==> src/rtl/ahbl_defs.sv <==
// Shared AHB-Lite encodings and the AHB-to-APB bridge state encoding.
package ahbl_defs;

  localparam logic [1:0] HTRANS_IDLE   = 2'b00;
  localparam logic [1:0] HTRANS_BUSY   = 2'b01;
  localparam logic [1:0] HTRANS_NONSEQ = 2'b10;
  localparam logic [1:0] HTRANS_SEQ    = 2'b11;

  localparam logic [2:0] HSIZE_BYTE = 3'b000;
  localparam logic [2:0] HSIZE_HALF = 3'b001;
  localparam logic [2:0] HSIZE_WORD = 3'b010;

  localparam logic HRESP_OKAY  = 1'b0;
  localparam logic HRESP_ERROR = 1'b1;

  typedef enum logic [2:0] {
    ST_IDLE   = 3'd0,
    ST_SETUP  = 3'd1,
    ST_ACCESS = 3'd2,
    ST_DONE   = 3'd3,
    ST_ERR1   = 3'd4,
    ST_ERR2   = 3'd5
  } bridge_state_e;

  // The APB side carries at most one 32-bit word per transfer.
  function automatic logic size_ok(input logic [2:0] hsize);
    return hsize <= HSIZE_WORD;
  endfunction

endpackage

==> src/rtl/ahbl_apb_strb.sv <==
// Byte-lane strobe generation from AHB size/address; reads produce no strobes.
module ahbl_apb_strb
  import ahbl_defs::*;
(
  input  logic [2:0] hsize,
  input  logic [1:0] haddr_lo,
  input  logic       hwrite,
  output logic [3:0] pstrb
);

  always_comb begin
    pstrb = 4'b0000;
    if (hwrite) begin
      case (hsize)
        HSIZE_BYTE: pstrb = 4'b0001 << haddr_lo;
        HSIZE_HALF: pstrb = 4'b0011 << {haddr_lo[1], 1'b0};
        HSIZE_WORD: pstrb = 4'b1111;
        default:    pstrb = 4'b0000;
      endcase
    end
  end

endmodule

==> src/rtl/ahbl_apb_bridge.sv <==
// AHB-Lite slave that turns each selected single transfer into one APB4
// SETUP/ACCESS sequence; PSLVERR and oversize transfers return a two-cycle ERROR.
module ahbl_apb_bridge
  import ahbl_defs::*;
#(
  parameter int PADDR_W = 16
) (
  input  logic               HCLK,
  input  logic               HRESETn,
  input  logic               HSEL,
  input  logic [31:0]        HADDR,
  input  logic [1:0]         HTRANS,
  input  logic               HWRITE,
  input  logic [2:0]         HSIZE,
  input  logic [31:0]        HWDATA,
  input  logic               HREADY,
  output logic               HREADYOUT,
  output logic               HRESP,
  output logic [31:0]        HRDATA,
  output logic               PSEL,
  output logic               PENABLE,
  output logic               PWRITE,
  output logic [PADDR_W-1:0] PADDR,
  output logic [31:0]        PWDATA,
  output logic [3:0]         PSTRB,
  output logic [2:0]         PPROT,
  input  logic [31:0]        PRDATA,
  input  logic               PREADY,
  input  logic               PSLVERR
);

  bridge_state_e state;
  logic [31:0]   pwdata_q;
  logic [3:0]    strb_next;
  logic          capture;
  logic          unused_hbits;

  assign capture      = HSEL & HTRANS[1] & HREADY;
  assign unused_hbits = ^{HADDR[31:PADDR_W], HTRANS[0]};

  ahbl_apb_strb u_strb (
    .hsize    (HSIZE),
    .haddr_lo (HADDR[1:0]),
    .hwrite   (HWRITE),
    .pstrb    (strb_next)
  );

  // Write data arrives in the AHB data phase (SETUP); ACCESS replays the latched copy.
  assign PWDATA = (state == ST_SETUP) ? HWDATA : pwdata_q;
  assign PPROT  = 3'b000;

  always_ff @(posedge HCLK or negedge HRESETn) begin
    if (!HRESETn) begin
      state     <= ST_IDLE;
      PSEL      <= 1'b0;
      PENABLE   <= 1'b0;
      PWRITE    <= 1'b0;
      PADDR     <= '0;
      PSTRB     <= 4'b0000;
      pwdata_q  <= 32'h0;
      HREADYOUT <= 1'b1;
      HRESP     <= HRESP_OKAY;
      HRDATA    <= 32'h0;
    end else begin
      case (state)
        ST_IDLE, ST_DONE, ST_ERR2: begin
          PENABLE <= 1'b0;
          if (capture && size_ok(HSIZE)) begin
            state     <= ST_SETUP;
            PSEL      <= 1'b1;
            HREADYOUT <= 1'b0;
            HRESP     <= HRESP_OKAY;
            PADDR     <= {HADDR[PADDR_W-1:2], 2'b00};
            PWRITE    <= HWRITE;
            PSTRB     <= strb_next;
          end else if (capture) begin
            state     <= ST_ERR1;
            PSEL      <= 1'b0;
            HREADYOUT <= 1'b0;
            HRESP     <= HRESP_ERROR;
          end else begin
            state     <= ST_IDLE;
            PSEL      <= 1'b0;
            HREADYOUT <= 1'b1;
            HRESP     <= HRESP_OKAY;
          end
        end
        ST_SETUP: begin
          state    <= ST_ACCESS;
          PENABLE  <= 1'b1;
          pwdata_q <= HWDATA;
        end
        ST_ACCESS: begin
          if (PREADY) begin
            PSEL    <= 1'b0;
            PENABLE <= 1'b0;
            if (PSLVERR) begin
              state <= ST_ERR1;
              HRESP <= HRESP_ERROR;
            end else begin
              state     <= ST_DONE;
              HREADYOUT <= 1'b1;
              if (!PWRITE) HRDATA <= PRDATA;
            end
          end
        end
        ST_ERR1: begin
          state     <= ST_ERR2;
          HREADYOUT <= 1'b1;
        end
        default: begin
          state     <= ST_IDLE;
          PSEL      <= 1'b0;
          PENABLE   <= 1'b0;
          HREADYOUT <= 1'b1;
          HRESP     <= HRESP_OKAY;
        end
      endcase
    end
  end

endmodule

==> config.mk <==
export PLATFORM = sky130hd
export DESIGN_NAME = ahbl_apb_bridge
export DESIGN_NICKNAME = d
export VERILOG_FILES = /design/src/rtl/ahbl_defs.sv /design/src/rtl/ahbl_apb_strb.sv /design/src/rtl/ahbl_apb_bridge.sv
export SDC_FILE = /design/constraint.sdc
export NUM_CORES = 1
export LEC_CHECK = 0
export CORE_MARGIN = 5
export CORE_UTILIZATION = 35
export CTS_CLUSTER_DIAMETER = 200
export DETAILED_ROUTE_END_ITERATION = 10
export PLACE_DENSITY = 0.79
export SKIP_LAST_GASP = 1
export SYNTH_ARGS = -nofsm -noshare
export SYNTH_HDL_FRONTEND = slang
export SYNTH_HIERARCHICAL = 1
export SYNTH_SLANG_ARGS = --single-unit
==> constraint.sdc <==
create_clock -name HCLK -period 1.9 [get_ports HCLK]
set_clock_uncertainty 0.1 [all_clocks]
set_input_delay 0.38 -clock HCLK [delete_from_list [all_inputs] [get_ports HCLK]]
set_output_delay 0.38 -clock HCLK [all_outputs]
set_load 0.005 [all_outputs]
==> impl_results.md, run 1 <==
- DIE WIDTH: between 100 and 150 um
- Hpwl dp: roughly 7000 um
- Worst slew margin: 0.651
- Synth top area cells: dfrtp_1, mux2_2, mux2_4
- H-Tree Depth: 3
- Fin area: around 6500 sq um
- Average wire per cell in the routed design: 17.2 um
- Pwr per Cell Area: about 1500 nW/um^2
- Row count: 37
- CTS root buf: clkbuf_8
- Minimum clock period after layout: 2.26 ns
- Routability cong.: slightly below 0.8
- Peak VDD IR: about 0.74 mV
- Die area: between 10000 and 15000 sq um
- CP Buf/Inv Count: 4
- Die height: 112 um
- Nets: 569
- Path type of the worst min-delay path: register to register
- Area grow syn2layout: 78.0%
- Final setup fails: 54
- Leak Pwr: slightly below 3 nW
- DP Area: around 5700 sq um
- Final WS setup: -0.364 ns
- Pins Over Slew Limit: 0
- Outcome: finished, violations left
- Global-route wire length before repair: roughly 16000 um
- Ant. Diodes: 0
- Post-synthesis sequential area ratio: 0.613
- Gate Count Post-Synth: roughly 230
- CP max stage delay: 0.41 ns
- Fmax achieved: around 440 MHz
- Placement Setup Slack: -0.309 ns
- Max cap viols: 0
- Cell chain of the critical path: nor3b_4, buf_6, buf_12, buf_16, mux2_4, buf_6
- Post-route ant nets: 0
- Top-area cell type share of the netlist area: 0.606
- Port Buffers: 177
- CTS buffer count: 9
- Clk_lat worst skew: roughly 0.35 ns
- Gr usage total: 0.161
- CP most frequent cell: buf_6
- CTS Sinks: 90
- Clk buf depth: 2
- Crit. End Element: output port
- Commonest non-fill, non-tap cell in the layout: clkdlybuf4s50_1
- Remaining Overflow, GRT: 0
- DRT Pass-1 Iters: 6
- Seq cells post-synth: 90
- Via Count: approximately 2700
- Mean Syn Cell Area: around 16 sq um
- Via/cell ratio: 4.56
- Crit Path Category: register to output port
- Netlist cell types: 32
- Drt total wl: about 10000 um
- Most frequent cells in the layout: clkdlybuf4s50_1, dfrtp_1, mux2_4
- Area leader, netlist: dfrtp_1
- RSZ-0062 raised after global routing: true
- # fillers: just under 800
- WP data arrival: approximately 1.8 ns
- Top Family by Delay on Critical Path: buffers and inverters
- Worst-margin pin slew: ~0.52 ns
- Post-Syn Area: ~3700 sq um
- Critical path peak fanout: 6
- Failing checks: negative setup slack
- Vias in the first global route: 3226
- Ys Warns: 6
- Finished Core Util: 0.636
- CP Data Required Time: approximately 1.4 ns
- Largest net degree at the start of global routing: ~90
- CP startpoint kind: register
- Initial antenna violation count: 0
- I/O pins: 200
- Crit share post-route: 1.19
- Hold slack: between 0.3 and 0.4 ns
- Share of cells above drive strength 1: 0.408
- Iteration-0 DRC Markers: 70
- CTS tree: yes
- Clock-pin slew on the worst setup and hold paths: ~0.09 ns
- Detailed-route DRC error count: 0
- Core area: ~10000 sq um
- Final Hold Fails: 0
- Slowest-stage cell, CP: dfrtp_1
- Initial Util: 0.358
## final timing paths
kind,from,endpoint,slack (ns),depth (start not counted)
setup / recovery,state[2],PWDATA[5],-0.36,6
hold / removal,HRDATA[26],HRDATA[26],0.40,1
setup reg to reg,state[1],PADDR[13],-0.11,8
hold reg to reg,HRDATA[26],HRDATA[26],0.40,1
max in group asynchronous,HRESETn,PSTRB[3],0.80,3
min in group asynchronous,HRESETn,PADDR[12],0.49,3
## registers in the layout, summed over array words and instances, names as in the netlist, 3 cells and up
signal and count:
state 3, pwdata_q 32, HRDATA 32, PADDR 14
PSTRB 4
## metrics by stage
step                      instances  TNS, ns  power [mW]
after global placement          553   -12.62        7.17
after floorplan                 235    -1.09        4.74
final                           602   -13.26        9.93
after CTS                       591   -12.75        9.70
after global routing            602   -17.77        10.5
after detailed placement        553   -15.02        7.32
## cell usage after synthesis
| master | instances |
|---|---|
| o21a_1 | 2 |
| dfrtp_1 | 89 |
| nor2_1 | 6 |
| mux2_4 | 18 |
| o22a_1 | 1 |
| nand2_1 | 3 |
| mux2i_4 | 1 |
| nor3b_4 | 3 |
| dfstp_2 | 1 |
| or3_1 | 1 |
| and2b_2 | 1 |
| a21oi_1 | 6 |
| nand2b_4 | 1 |
| buf_2 | 6 |
| nand3_1 | 1 |
| mux2_2 | 63 |
| nor4b_1 | 1 |
| o32a_1 | 1 |
| nand3b_2 | 1 |
| nor3_1 | 1 |
| buf_6 | 2 |
| inv_1 | 2 |
| nor2b_1 | 1 |
| conb_1 | 1 |
| mux2_1 | 2 |
| buf_4 | 6 |
| o31a_1 | 1 |
| o21ai_0 | 3 |
| nor3b_1 | 1 |
| a21o_1 | 3 |
| xnor2_1 | 1 |
| nand2b_1 | 1 |
## what timing repair did
| item | in CTS | in global routing |
|---|---|---|
| endpoints found under the setup margin | 53 | 53 |
| setup buffers | 19 | 11 |
| gates resized for setup | 195 | 19 |
| cloned | 2 | 1 |
| hold buffers | 1 | 0 |
| pin swaps | 1 | 4 |
| endpoints found under the hold margin | 89 | 0 |
## logic make-up (layout without fill, tap and decap cells)
family | after synthesis | after routing | share of synthesized area
AOI/OAI and AO/OA | 17 | 17 | 0.0300
and+or+nand+nor | 22 | 22 | 0.0460
xor gates and xnor gates | 1 | 1 | 0.00238
DFF | 90 | 90 | 0.613
muxes | 84 | 84 | 0.279
buffers and inverters | 16 | 247 | 0.0286
other | 1 | 5 | 0.00102
## per-layer routing
layer	vias to the layer above	wire [um]	track usage
met5	-	0	0
met4	0	259	0.0753
met3	24	625	0.0415
met2	113	5300	0.279
met1	1345	4160	0.186
li1	1262	-	-
## report_power, final
part / switching [mW] / internal, mW
combinational: 1.55 / 3.55
sequential: 0.404 / 2.81
clock: 0.661 / 0.942
## cell type report
class / instances / area, sq um / share of cell area
timing repair buffer: 229 / 2390 / 0.365
sequential: 90 / 2250 / 0.345
multi-input combinational: 129 / 1470 / 0.225
tap: 136 / 170 / 0.0260
clock buffer: 11 / 151 / 0.0231
clock inverter: 5 / 100 / 0.0153
inverter: 2 / 7.51 / 0.00115
Power figures use the tool's default switching activity.
==> run 2: changes to the inputs <==
--- a/config.mk
+++ b/config.mk
@@ -11,6 +11,7 @@
 export DETAILED_ROUTE_END_ITERATION = 10
 export PLACE_DENSITY = 0.79
 export SKIP_LAST_GASP = 1
+export SLEW_MARGIN = 30
 export SYNTH_ARGS = -nofsm -noshare
 export SYNTH_HDL_FRONTEND = slang
 export SYNTH_HIERARCHICAL = 1
==> results of run 2 <==
Final layout, timing and power as in run 1 (identical DEF).
==> run 3: changes to the inputs <==
--- a/config.mk
+++ b/config.mk
@@ -9,6 +9,7 @@
 export CORE_UTILIZATION = 35
 export CTS_CLUSTER_DIAMETER = 200
 export DETAILED_ROUTE_END_ITERATION = 10
+export GPL_TIMING_DRIVEN = 0
 export PLACE_DENSITY = 0.79
 export SKIP_LAST_GASP = 1
 export SLEW_MARGIN = 30
==> run 3 against run 2 <==
  * The run still ends with negative setup slack left
  * Cell area up 0.31%
  * First-iteration DRC count rose by 50%
  * Via count up 0.95%
==> impl_results.md, run 3 (synthesized netlist as in run 1, its figures left out) <==
- Clk buf depth: 2 (unchanged)
- CP startpoint kind: register
- # fillers: 775 (unchanged)
- Final WS setup: -0.517 ns (-0.153 ns)
- Iteration-0 DRC Markers: 105 (+50%)
- Routability cong.: 0.796 (+3.0%)
- CP most frequent cell: buf_6
- Initial Util: 0.358 (unchanged)
- I/O pins: 200 (unchanged)
- Detailed-route DRC error count: 0 (unchanged)
- Pins Over Slew Limit: 0 (unchanged)
- DIE WIDTH: 112 um (unchanged)
- Commonest non-fill, non-tap cell in the layout: clkdlybuf4s50_1
- Register area: 2260 sq um (+0.11%)
- Cell chain of the critical path: nor3b_4, buf_6, buf_12, buf_8, buf_6, mux2_4, buf_6
- Hpwl dp: 7120 um (+3.1%)
- Drt total wl: 10400 um (+0.51%)
- CP max stage delay: 0.44 ns (+0.03 ns)
- Area grow syn2layout: 78.5%
- Outcome: finished, violations left
- CP Data Required Time: 1.42 ns (about the same)
- Biggest regs: HRDATA (32), pwdata_q (32), PADDR (14)
- Remaining Overflow, GRT: 0 (unchanged)
- Peak VDD IR: 0.715 mV (-3.8%)
- Die area: 12600 sq um (unchanged)
- Post-route ant nets: 0 (unchanged)
- DRT Pass-1 Iters: 4 (-2)
- Overall Power: 9.66 mW (-2.7%)
- Final setup fails: 53 (-1.9%)
- Clock-pin slew on the worst setup and hold paths: 0.09 ns (about the same)
- RSZ-0062 raised after global routing: true
- Share of cells above drive strength 1: 0.429 (+0.0211)
- Largest net degree at the start of global routing: 62 (-32%)
- Via/cell ratio: 4.51 (-1.0%)
- Crit. End Element: output port
- Port Buffers: 177 (unchanged)
- Nets: 581 (+2.1%)
- Finished Core Util: 0.638 (+0.00195)
- Gr usage total: 0.160 (-0.00116)
- Placement Setup Slack: -0.747 ns (-0.438 ns)
- CTS Sinks: 90 (unchanged)
- Slowest-stage cell, CP: dfrtp_2
- Core area: 10300 sq um (unchanged)
- Pwr per Cell Area: 1470 nW/um^2 (-3.0%)
- Clk_lat worst skew: 0.35 ns (about the same)
- Global-route wire length before repair: 16000 um (-2.2%)
- Vias in the first global route: 3076 (-4.6%)
- Die height: 112 um (unchanged)
- CTS buffer count: 9 (unchanged)
- Fin area: 6560 sq um (+0.31%)
- Ant. Diodes: 0 (unchanged)
- Leak Pwr: 2.99 nW (+0.95%)
- Multi-input gate area: 1470 sq um (+0.17%)
- Critical path peak fanout: 6 (unchanged)
- H-Tree Depth: 3 (unchanged)
- Crit Path Category: register to output port
- Failing checks: negative setup slack
- Crit share post-route: 1.27 (+0.0805)
- Average wire per cell in the routed design: 16.9 um (-1.5%)
- Row count: 37 (unchanged)
- Max cap viols: 0 (unchanged)
- Initial antenna violation count: 0 (unchanged)
- CTS root buf: clkbuf_8
- WP data arrival: 1.94 ns (+0.16 ns)
- Fmax achieved: 414 MHz (-6.3%)
- DP Area: 5660 sq um (-1.1%)
- Path type of the worst min-delay path: primary input to asynchronous set/reset pin
- Minimum clock period after layout: 2.42 ns (+0.153 ns)
- Via Count: 2770 (+0.95%)
- Final Hold Fails: 0 (unchanged)
- CTS tree: yes
- Most frequent cells in the layout: clkdlybuf4s50_1, dfrtp_1, mux2_4
run 3: changes by cell type in the layout (fill, tap and decap cells not counted), sizes merged:
cell	before	now
bufinv	3	1
clkinvlp	0	1
buf	83	95
clkinv	2	3
run 3: area by class of cell:
type / instances / area share
Inverter: 2 / 0.00114
Clock buffer: 11 / 0.0231
Tap cell: 136 / 0.0259
Sequential cell: 90 / 0.344
Clock inverter: 5 / 0.00801
Buffer: 13 / 0.0183
Timing Repair Buffer: 228 / 0.355
Multi-Input combinational cell: 129 / 0.224
run 3: per-layer routing:
metal  track usage  part of all wire
met3        0.0501             0.078
met5             0                 0
met2         0.290              0.52
met1         0.175              0.38
met4        0.0577             0.020
run 3: repair_timing:
action	in CTS	in global routing
endpoints found under the setup margin	80	59
hold buffers	1	0
resized for setup	196	31
gates cloned	2	2
setup buffers	26	23
pin swaps	3	3
endpoints found under the hold margin	29	0
run 3: path summary, 6_finish.rpt:
kind / startpoint / endpoint / slack (ns) / cells past startpoint
max in group asynchronous: HRESETn / HREADYOUT / 0.72 / 3
setup reg to reg: state[0] / PADDR[6] / -0.08 / 7
min in group HCLK: PSEL / PSEL / 0.39 / 1
hold / removal: HRESETn / PSEL / 0.37 / 2
hold reg to reg: PSEL / PSEL / 0.39 / 1
setup / recovery: state[0] / PWDATA[12] / -0.52 / 7
run 3: report_power, final:
| group | internal [mW] | leakage, nW | switching, mW |
|---|---|---|---|
| Clock | 0.674 | 0.105 | 0.660 |
| Sequential | 2.81 | 1.10 | 0.408 |
| Combinational | 3.57 | 1.78 | 1.53 |
run 3: stage by stage:
stage	setup TNS (ns)	instances	hold WS, ns
after global placement	-295.56	548	0.368
after detailed placement	-36.28	549	0.178
after CTS	-17.80	594	0.367
after floorplan	-1.09	235	-0.0156
after global routing	-20.30	614	0.376
final	-15.44	614	0.368
run 3: critical path: cells and delay by family, from the launching register on:
family	cells	cell delay, ns
buffers and inverters	5	0.59
flip-flops	1	0.44
multiplexers	1	0.32
AND/OR/NAND/NOR	1	0.23
